--- src/rtl/uart_tx_arb_if.sv ---
// Requester-FIFO and uart-FIFO-read signal bundle for uart_tx_arb.
// slave = the arbiter, master = the FIFOs plus the uart that drive it.
interface uart_tx_arb_if #(
  parameter int NREQ = 4
);
  logic [NREQ*8-1:0] req_rd_data;
  logic [NREQ-1:0]   req_ne;
  logic [NREQ-1:0]   req_re;
  logic [7:0]        tx_fifo_rd_data;
  logic              tx_fifo_ne;
  logic              tx_fifo_re;

  modport slave (
    input  req_rd_data, req_ne, tx_fifo_re,
    output req_re, tx_fifo_rd_data, tx_fifo_ne
  );

  modport master (
    output req_rd_data, req_ne, tx_fifo_re,
    input  req_re, tx_fifo_rd_data, tx_fifo_ne
  );
endinterface

--- src/rtl/uart_tx_arb.sv ---
// Round-robin arbiter granting one FWFT tx FIFO per message to a shared uart.
// `UART_ARB_TAG_EN: each grant first sends an ASCII source tag (8'h30 + index).
module uart_tx_arb #(
  parameter int         NREQ      = 4,
  parameter logic [7:0] EOM       = 8'h0A,
  parameter int         MAX_BURST = 64,
  parameter int         TIMEOUT   = 4096
) (
  input  logic            clk,
  input  logic            reset_l,
  uart_tx_arb_if.slave    bus,
  output logic [NREQ-1:0] grant,
  output logic            busy
);
  // state | meaning
  // IDLE  | no grant, arbitrate among non-empty requesters
  // GRANT | granted FIFO drives the uart until EOM, burst cap or timeout
  // TAG   | (tag build) source tag byte offered before the message
  localparam int IW = (NREQ > 1) ? $clog2(NREQ) : 1;

`ifdef UART_ARB_TAG_EN
  typedef enum logic [1:0] {IDLE, GRANT, TAG} state_t;
`else
  typedef enum logic [1:0] {IDLE, GRANT} state_t;
`endif

  state_t          state_q, state_d;
  logic [NREQ-1:0] grant_q, grant_d;
  logic [IW-1:0]   gidx_q, gidx_d;
  logic [IW-1:0]   rr_q, rr_d;
  logic [7:0]      burst_q, burst_d;
  logic [15:0]     tmo_q, tmo_d;

  logic [IW-1:0]   win, cand;
  logic            found;
  logic [7:0]      head;
  logic            head_ne;
  logic            pop;
  logic            rel;

  // First non-empty requester at or after the rotation pointer, with wrap.
  always_comb begin
    win   = '0;
    cand  = '0;
    found = 1'b0;
    for (int k = 0; k < NREQ; k++) begin
      cand = IW'((int'(rr_q) + k) % NREQ);
      if (!found && bus.req_ne[cand]) begin
        found = 1'b1;
        win   = cand;
      end
    end
  end

  always_comb begin
    head    = '0;
    head_ne = 1'b0;
    for (int i = 0; i < NREQ; i++) begin
      if (gidx_q == IW'(i)) begin
        head    = bus.req_rd_data[8*i +: 8];
        head_ne = bus.req_ne[i];
      end
    end
  end

  always_comb begin
    state_d             = state_q;
    grant_d             = grant_q;
    gidx_d              = gidx_q;
    rr_d                = rr_q;
    burst_d             = burst_q;
    tmo_d               = tmo_q;
    bus.tx_fifo_ne      = 1'b0;
    bus.tx_fifo_rd_data = '0;
    bus.req_re          = '0;
    pop                 = 1'b0;
    rel                 = 1'b0;
    unique case (state_q)
      IDLE: begin
        if (found) begin
          for (int i = 0; i < NREQ; i++) grant_d[i] = (win == IW'(i));
          gidx_d  = win;
          rr_d    = (int'(win) == NREQ - 1) ? '0 : win + 1'b1;
          burst_d = '0;
          tmo_d   = '0;
`ifdef UART_ARB_TAG_EN
          state_d = TAG;
`else
          state_d = GRANT;
`endif
        end
      end
`ifdef UART_ARB_TAG_EN
      TAG: begin
        bus.tx_fifo_ne      = 1'b1;
        bus.tx_fifo_rd_data = 8'h30 + 8'(gidx_q);
        if (bus.tx_fifo_re) state_d = GRANT;
      end
`endif
      GRANT: begin
        bus.tx_fifo_ne      = head_ne;
        bus.tx_fifo_rd_data = head;
        pop                 = bus.tx_fifo_re & head_ne;
        bus.req_re          = grant_q & {NREQ{pop}};
        // A pop wins over the empty-timeout in the same cycle.
        if (pop) begin
          burst_d = burst_q + 8'd1;
          tmo_d   = '0;
          rel     = (head == EOM) || (burst_d == 8'(MAX_BURST));
        end else if (!head_ne) begin
          if (tmo_q != 16'hFFFF) tmo_d = tmo_q + 16'd1;
          rel = (tmo_d == 16'(TIMEOUT));
        end
        if (rel) begin
          state_d = IDLE;
          grant_d = '0;
        end
      end
      default: begin
        state_d = IDLE;
        grant_d = '0;
      end
    endcase
  end

  always_ff @(posedge clk or negedge reset_l) begin
    if (!reset_l) begin
      state_q <= IDLE;
      grant_q <= '0;
      gidx_q  <= '0;
      rr_q    <= '0;
      burst_q <= '0;
      tmo_q   <= '0;
    end else begin
      state_q <= state_d;
      grant_q <= grant_d;
      gidx_q  <= gidx_d;
      rr_q    <= rr_d;
      burst_q <= burst_d;
      tmo_q   <= tmo_d;
    end
  end

  assign grant = grant_q;
  assign busy  = (state_q != IDLE);
endmodule

--- src/flat_wrapper.sv ---
// flat-port wrapper written by rule: the top's interface ports become plain ports
module uart_tx_arb_flat 
#(
  parameter int         NREQ      = 4,
  parameter logic [7:0] EOM       = 8'h0A,
  parameter int         MAX_BURST = 64,
  parameter int         TIMEOUT   = 4096
)
  (clk, reset_l, grant, busy, bus_req_rd_data, bus_req_ne, bus_tx_fifo_re, bus_req_re, bus_tx_fifo_rd_data, bus_tx_fifo_ne);
  uart_tx_arb_if #(.NREQ(NREQ)) bus_i ();
  input  logic clk;
  input  logic reset_l;
  output logic [NREQ-1:0] grant;
  output logic busy;
  input wire logic [$bits(bus_i.req_rd_data)-1:0] bus_req_rd_data;
  input wire logic [$bits(bus_i.req_ne)-1:0] bus_req_ne;
  input wire logic [$bits(bus_i.tx_fifo_re)-1:0] bus_tx_fifo_re;
  output wire logic [$bits(bus_i.req_re)-1:0] bus_req_re;
  output wire logic [$bits(bus_i.tx_fifo_rd_data)-1:0] bus_tx_fifo_rd_data;
  output wire logic [$bits(bus_i.tx_fifo_ne)-1:0] bus_tx_fifo_ne;
  assign bus_i.req_rd_data = bus_req_rd_data;
  assign bus_i.req_ne = bus_req_ne;
  assign bus_i.tx_fifo_re = bus_tx_fifo_re;
  assign bus_req_re = bus_i.req_re;
  assign bus_tx_fifo_rd_data = bus_i.tx_fifo_rd_data;
  assign bus_tx_fifo_ne = bus_i.tx_fifo_ne;
  uart_tx_arb #(.NREQ(NREQ), .EOM(EOM), .MAX_BURST(MAX_BURST), .TIMEOUT(TIMEOUT)) u_core (.clk(clk), .reset_l(reset_l), .bus(bus_i), .grant(grant), .busy(busy));
endmodule
--- config.mk ---
export PLATFORM = sky130hd
export DESIGN_NAME = uart_tx_arb_flat
export DESIGN_NICKNAME = d
export VERILOG_FILES = /design/src/rtl/uart_tx_arb_if.sv /design/src/rtl/uart_tx_arb.sv /design/src/flat_wrapper.sv
export SDC_FILE = /design/constraint.sdc
export NUM_CORES = 1
export LEC_CHECK = 0
export CORE_MARGIN = 4
export CORE_UTILIZATION = 51
export CTS_CLUSTER_SIZE = 24
export DETAILED_ROUTE_END_ITERATION = 8
export GPL_TIMING_DRIVEN = 0
export PLACE_DENSITY = 0.81
export SYNTH_ARGS = -nofsm -noshare
export SYNTH_HDL_FRONTEND = slang
export SYNTH_SLANG_ARGS = --single-unit
--- constraint.sdc ---
create_clock -name clk -period 2.75 [get_ports clk]
set_input_delay 0.275 -clock clk [delete_from_list [all_inputs] [get_ports clk]]
set_output_delay 0.275 -clock clk [all_outputs]
set_load 0.005 [all_outputs]
# Word-level counts from Yosys, hierarchy flattened
# Cells that the tools add are included.
dict set report word_totals {
  elab_cells 98
  out_inout_bits 18
  input_bits 39
  reg_bits 34
}
dict set report classes {
  n_eq_ne 16
  addsub 6
  n_bitwise 2
  order_cmp 4
  reduce_logical 16
  mux 48
}
# op count
set op_table {}
lappend op_table {{16-bit 2-to-1 mux} 7}
lappend op_table {{8-bit 2-to-1 mux} 7}
lappend op_table {{16-bit case mux with 2 select lines} 1}
lappend op_table {{16-bit by 1-bit adder with 16-bit output (second input constant)} 1}
lappend op_table {{16-bit by 13-bit equality test with 1-bit output (second input constant)} 1}
lappend op_table {{1-bit 2-to-1 mux} 16}
lappend op_table {{16-bit inequality test (second input constant)} 1}
lappend op_table {{8-bit case mux with 2 select lines} 1}
lappend op_table {{2-bit 2-to-1 mux} 7}
lappend op_table {{2-bit by 3-bit less-than comparator with 1-bit output (second input constant)} 4}
lappend op_table {{4-bit 2-to-1 mux} 3}
lappend op_table {{8-bit by 1-bit adder with 8-bit output (second input constant)} 1}
lappend op_table {{1-bit binary-select mux with 2-bit select} 4}
lappend op_table {{2-bit by 1-bit equality test with 1-bit output (second input constant)} 4}
lappend op_table {{2-bit equality test (second input constant)} 4}
lappend op_table {{8-bit by 4-bit equality test with 1-bit output (second input constant)} 1}
lappend op_table {{8-bit by 7-bit equality test with 1-bit output (second input constant)} 1}
lappend op_table {{4-bit case mux with 2 select lines} 1}
lappend op_table {{2-bit logical NOT} 3}
lappend op_table {{2-bit by 1-bit inequality test with 1-bit output (second input constant)} 3}
lappend op_table {{3-bit AND reduction} 2}
lappend op_table {{2-bit by 1-bit adder with 2-bit output (second input constant)} 2}
lappend op_table {{2-bit adder (second input constant)} 2}
lappend op_table {{4-bit AND} 1}
lappend op_table {{8 further kinds} 14}

# Longest topological paths before layout
dict set report depth {
  depth_word 15
  depth_mapped 8
  ltp_nobuf 8
}

# Worst setup path before layout
# No wires, ideal clock.
dict set report synth_path {
  kind {register to register}
  from {register u_core.tmo_q[0]}
  to {register u_core.grant_q[0], in the netlist u_core.grant[0]}
  required_ns 2.615
  n_path_buf 0
  path_slack_ns 0.619
  t_arrival_ns 1.996
  setup_time_ns 0.135
  stages_incl_launch_ff 8
  period_less_slack_ns 2.131
  path_cell_list {dfrtp_1 > ha_1 > nand3_1 > nor4_2 > mux2i_1 > nand2_1 > nor4_4 > o31ai_1}
}
dict set report synth_via {
  elab_chain_len 11
  elab_cells_between_ends 12
  cone_classes {add/sub (1); eq/ne (3); mux (7); reduce/logical (1)}
}
# element line_no
set synth_rtl {}
lappend synth_rtl {{start: declaration} uart_tx_arb.sv:32} ;# logic [15:0] tmo_q, tmo_d;
lappend synth_rtl {{start signal: assignment} uart_tx_arb.sv:140} ;# tmo_q <= tmo_d;
lappend synth_rtl {{16-bit by 1-bit adder with 16-bit output / 16-bit inequality test (equally long branches)} uart_tx_arb.sv:111} ;# if (tmo_q != 16'hFFFF) tmo_d = tmo_q + 16'd1;
lappend synth_rtl {{16-bit 2-to-1 mux *} uart_tx_arb.sv:111}
lappend synth_rtl {{16-bit 2-to-1 mux *} uart_tx_arb.sv:110} ;# end else if (!head_ne) begin
lappend synth_rtl {{16-bit 2-to-1 mux *} uart_tx_arb.sv:106} ;# if (pop) begin
lappend synth_rtl {{16-bit 2-to-1 mux *} uart_tx_arb.sv:78} ;# unique case (state_q)
lappend synth_rtl {{16-bit by 13-bit equality test with 1-bit output *} uart_tx_arb.sv:112} ;# rel = (tmo_d == 16'(TIMEOUT));
lappend synth_rtl {{1-bit 2-to-1 mux *} uart_tx_arb.sv:110}
lappend synth_rtl {{1-bit 2-to-1 mux *} uart_tx_arb.sv:106}
lappend synth_rtl {{1-bit 2-to-1 mux *} uart_tx_arb.sv:78}
lappend synth_rtl {{2-bit by 1-bit inequality test with 1-bit output (no source line) *} --}
lappend synth_rtl {{2-bit AND reduction (no source line) *} --}
lappend synth_rtl {{end signal: assignment} uart_tx_arb.sv:136} ;# grant_q <= grant_d;
lappend synth_rtl {{end: declaration} uart_tx_arb.sv:28} ;# logic [NREQ-1:0] grant_q, grant_d;
# Mark *: on every way between the ends. The rest lies on a longest branch, timed or not. The select of a mux whose other input is x is not followed.
# A chain may end at the register's enable or synchronous reset.

# Final worst setup path
dict set report layout_path {
  from {register u_core.gidx_q[0]}
  to {output port bus_req_re[0]}
}
dict set report layout_via {
  elab_chain_len 8
  elab_cells_between_ends 11
  cone_classes {eq/ne (3); mux (5); bitwise (2); reduce/logical (1)}
}
# element line_no
set layout_rtl {}
lappend layout_rtl {{start: declaration} uart_tx_arb.sv:29} ;# logic [IW-1:0] gidx_q, gidx_d;
lappend layout_rtl {{start signal: assignment} uart_tx_arb.sv:137} ;# gidx_q <= gidx_d;
lappend layout_rtl {{2-bit logical NOT} uart_tx_arb.sv:59} ;# if (gidx_q == IW'(i)) begin
lappend layout_rtl {{1-bit 2-to-1 mux (3 in series)} uart_tx_arb.sv:59}
lappend layout_rtl {{1-bit 2-to-1 mux *} uart_tx_arb.sv:59}
lappend layout_rtl {{1-bit AND *} uart_tx_arb.sv:103} ;# pop = bus.tx_fifo_re & head_ne;
lappend layout_rtl {{4-bit AND *} uart_tx_arb.sv:104} ;# bus.req_re = grant_q & {NREQ{pop}};
lappend layout_rtl {{4-bit 2-to-1 mux *} uart_tx_arb.sv:78}
lappend layout_rtl {{end: declaration} flat_wrapper.sv:18} ;# output wire logic [$bits(bus_i.req_re)-1:0] bus_req_re;
# Mark *: on every way between the ends. The rest lies on a longest branch, timed or not.

==> metrics <==
biggest area consumer among synthesized cells=dfrtp_1; met2 WL post-DR=~3200 um; number of I/O pins=between 50 and 60; period utilisation layout=0.953; status=finished clean; die width=78.9 um; Critical Path AT=2.34 ns; Worst Setup Start Kind=register; dpl hpwl=slightly above 5000 um; Starting Density=0.536; Detailed Route Iter0 Violations=between 200 and 300; number of antenna-violating nets in the routed design=0; area growth from synthesis to layout=30.2%; sequential area share after synthesis=0.322; nets=between 400 and 500; non-filler instance count after layout=roughly 420; Crit path max-delay family=buffers and inverters; Area contributors post-synth=dfrtp_1 32%, mux4_1 8.2%, nand2_1 6.7%; Post-Syn Area=about 2600 sq um; final setup fails=0; Hold WC Path Type=input port to asynchronous set/reset pin; Final Hold Violating Endpoints=0; Tot GR Track Use=0.233; first-pass GRT wire length=11700 um; initial antenna violation count=0; Setup Crit Path Kind=register to primary output; Yosys reg bits=33; Post-synth EDFFs=0; relative slew slack=0.490; clock sinks=33; Final Total Pwr=roughly 1.7 mW; postcts setup bufs=0; Slew Limit Fails=0; htree depth=2; Final min period=2.62 ns; critical path, cell by cell=buf_6 -> mux4_2 -> and3_2 -> and2_1 -> clkdlybuf4s50_1; worst vdd ir=approximately 240 uV; worst slew pin tran=0.765 ns; cell leakage power=1.37 nW; layout cells sized above 1=0.0787; CP Buf/Inv Count=2; final core utilization=0.697; largest incremental delay on the critical path=slightly below 0.6 ns; Commonest cells post-synth=46 x nand2_1, 33 x dfrtp_1, 30 x o21ai_0; Clock Pin Slew Worst Setup and Hold Paths=around 0.080 ns; final clock skew=~0.004 ns; most used standard cell by instance count after synthesis=nand2_1; DRC violations left=0; drt wl/cell=16.2 um; top sig layer=met4; Critical Path End Type=primary output; PwrDens=518 nW/um^2; grt ovf=0; largest net degree at the start of global routing=34; footprint of the multi-input gates=between 1500 and 2000 sq um; DR vias/cell=6.06; PortBufs=56; # resized after CTS=0; Bufs on Longest Clock Path=2; DR vias=between 2000 and 3000; # diodes=0; Avg Cell Area, Syn=~8.7 sq um; GPL Wtd Cong=~0.96; vias in the first global route=roughly 2600; Pre-Repair DR Iteration Count=5; WL met3=between 500 and 600 um; Fillers=roughly 390; # rows=25; CTS tree=built; root buffer cell=clkbuf_8; max_cap viols=0; Peak Freq=between 300 and 400 MHz; Die Footprint=between 6000 and 7000 sq um; syn nets=~340; critical path required time=between 2 and 2.5 ns; CTS Buf Count=5; Worst-Skew Late Latency=between 0.2 and 0.3 ns; Total Routed Length=roughly 7000 um; Mapped Cells=between 200 and 300; M1 wire length=2930 um; Setup TNS Final=0 ns; Register Area=roughly 830 sq um; # placed instances=about 420; Synth cell types=50; Synth Flop Type=dfrtp_1; Critical-path top delay cell=mux4_2; # hold bufs at CTS=0; Die Ht=roughly 80 um; core box area=between 4000 and 5000 sq um; Async SR Flop Fraction=1.00; RSZ-0062 raised after global routing=false; YS warnings=0; Worst Path Max Fanout=11; post-synth top area share=0.322
==> metrics by stage <==
stage | worst slack [ns] | hold slack (ns) | area (sq um)
2_1_floorplan | 0.619 | -0.0206 | 2560
3_3_place_gp | 0.00691 | 0.501 | 3210
3_5_place_dp | -0.0261 | 0.394 | 3200
4_1_cts | 0.0993 | 0.0784 | 3340
5_1_grt | 0.0101 | 0.110 | 3340
6_report | 0.130 | 0.0520 | 3340
==> final cells by class <==
type	count	area share
clock buffer	5	0.0206
inverter	7	0.00787
buffer	16	0.0229
sequential	33	0.247
tap	67	0.0251
multi-input combinational	236	0.489
clock inverter	3	0.0206
timing repair buffer	56	0.166
==> logic make-up after synthesis <==
kind of cell	share of synthesized area
flip-flops	0.322
XOR/XNOR	0.0171
AND/OR/NAND/NOR	0.277
multiplexers	0.111
AO/OA/AOI/OAI	0.197
buffers and inverters	0.0415
adder cells (fa/ha/maj)	0.0342
==> flip-flops by register name (all words and copies together), names as in the netlist <==
| name | flops |
|---|---|
| u_core.gidx_q | 2 |
| u_core.grant | 4 |
| u_core.rr_q | 2 |
| u_core.burst_q | 8 |
| u_core.state_q | 1 |
| u_core.tmo_q | 16 |
==> cell usage in the layout (no fill, tap or decap), drive strengths merged, types with 9 or more instances in the layout <==
cell type	Yosys	routed
mux4	9	9
nand2	46	46
nor2	11	11
dfrtp	33	33
o21ai	30	30
and2	17	17
clkdlybuf4s50	0	55
clkbuf	10	14
nand3	14	14
a21oi	16	16
and3	11	11
==> worst register-to-register path, stage by stage, from the launching register on <==
cell     delay, ns
dfrtp_1       0.42
ha_1          0.25
nand3_1       0.32
nor4_2        0.52
mux2i_1       0.23
nand2_1       0.12
nor4_4        0.45
o31ai_1       0.13
==> where the power goes <==
group	internal [mW]	switching, mW
clock	0.365	0.203
combinational	0.283	0.251
sequential	0.548	0.0780
total	1.20	0.532
==> worst paths after layout <==
check	startpoint	to	slack, ns	depth (start not counted)
max	u_core.gidx_q[0]$_DFFE_PN0P_	bus_req_re[0]	0.13	5
min in group clk	u_core.rr_q[0]$_DFFE_PN0P_	u_core.rr_q[0]$_DFFE_PN0P_	0.54	2
min reg2reg	u_core.rr_q[0]$_DFFE_PN0P_	u_core.rr_q[0]$_DFFE_PN0P_	0.54	2
max reg2reg	u_core.tmo_q[0]$_DFFE_PN0P_	u_core.grant[3]$_DFFE_PN0P_	0.19	7
min	reset_l	u_core.rr_q[0]$_DFFE_PN0P_	0.05	1
max in group asynchronous	reset_l	u_core.tmo_q[10]$_DFFE_PN0P_	2.21	1
==> metal layers <==
metal	track usage	vias to the layer above
li1	-	1225
met1	0.285	1193
met2	0.399	129
met3	0.0578	18
met4	0.0808	0
met5	0	-
Note: power is estimated with default switching activity, not from simulation.
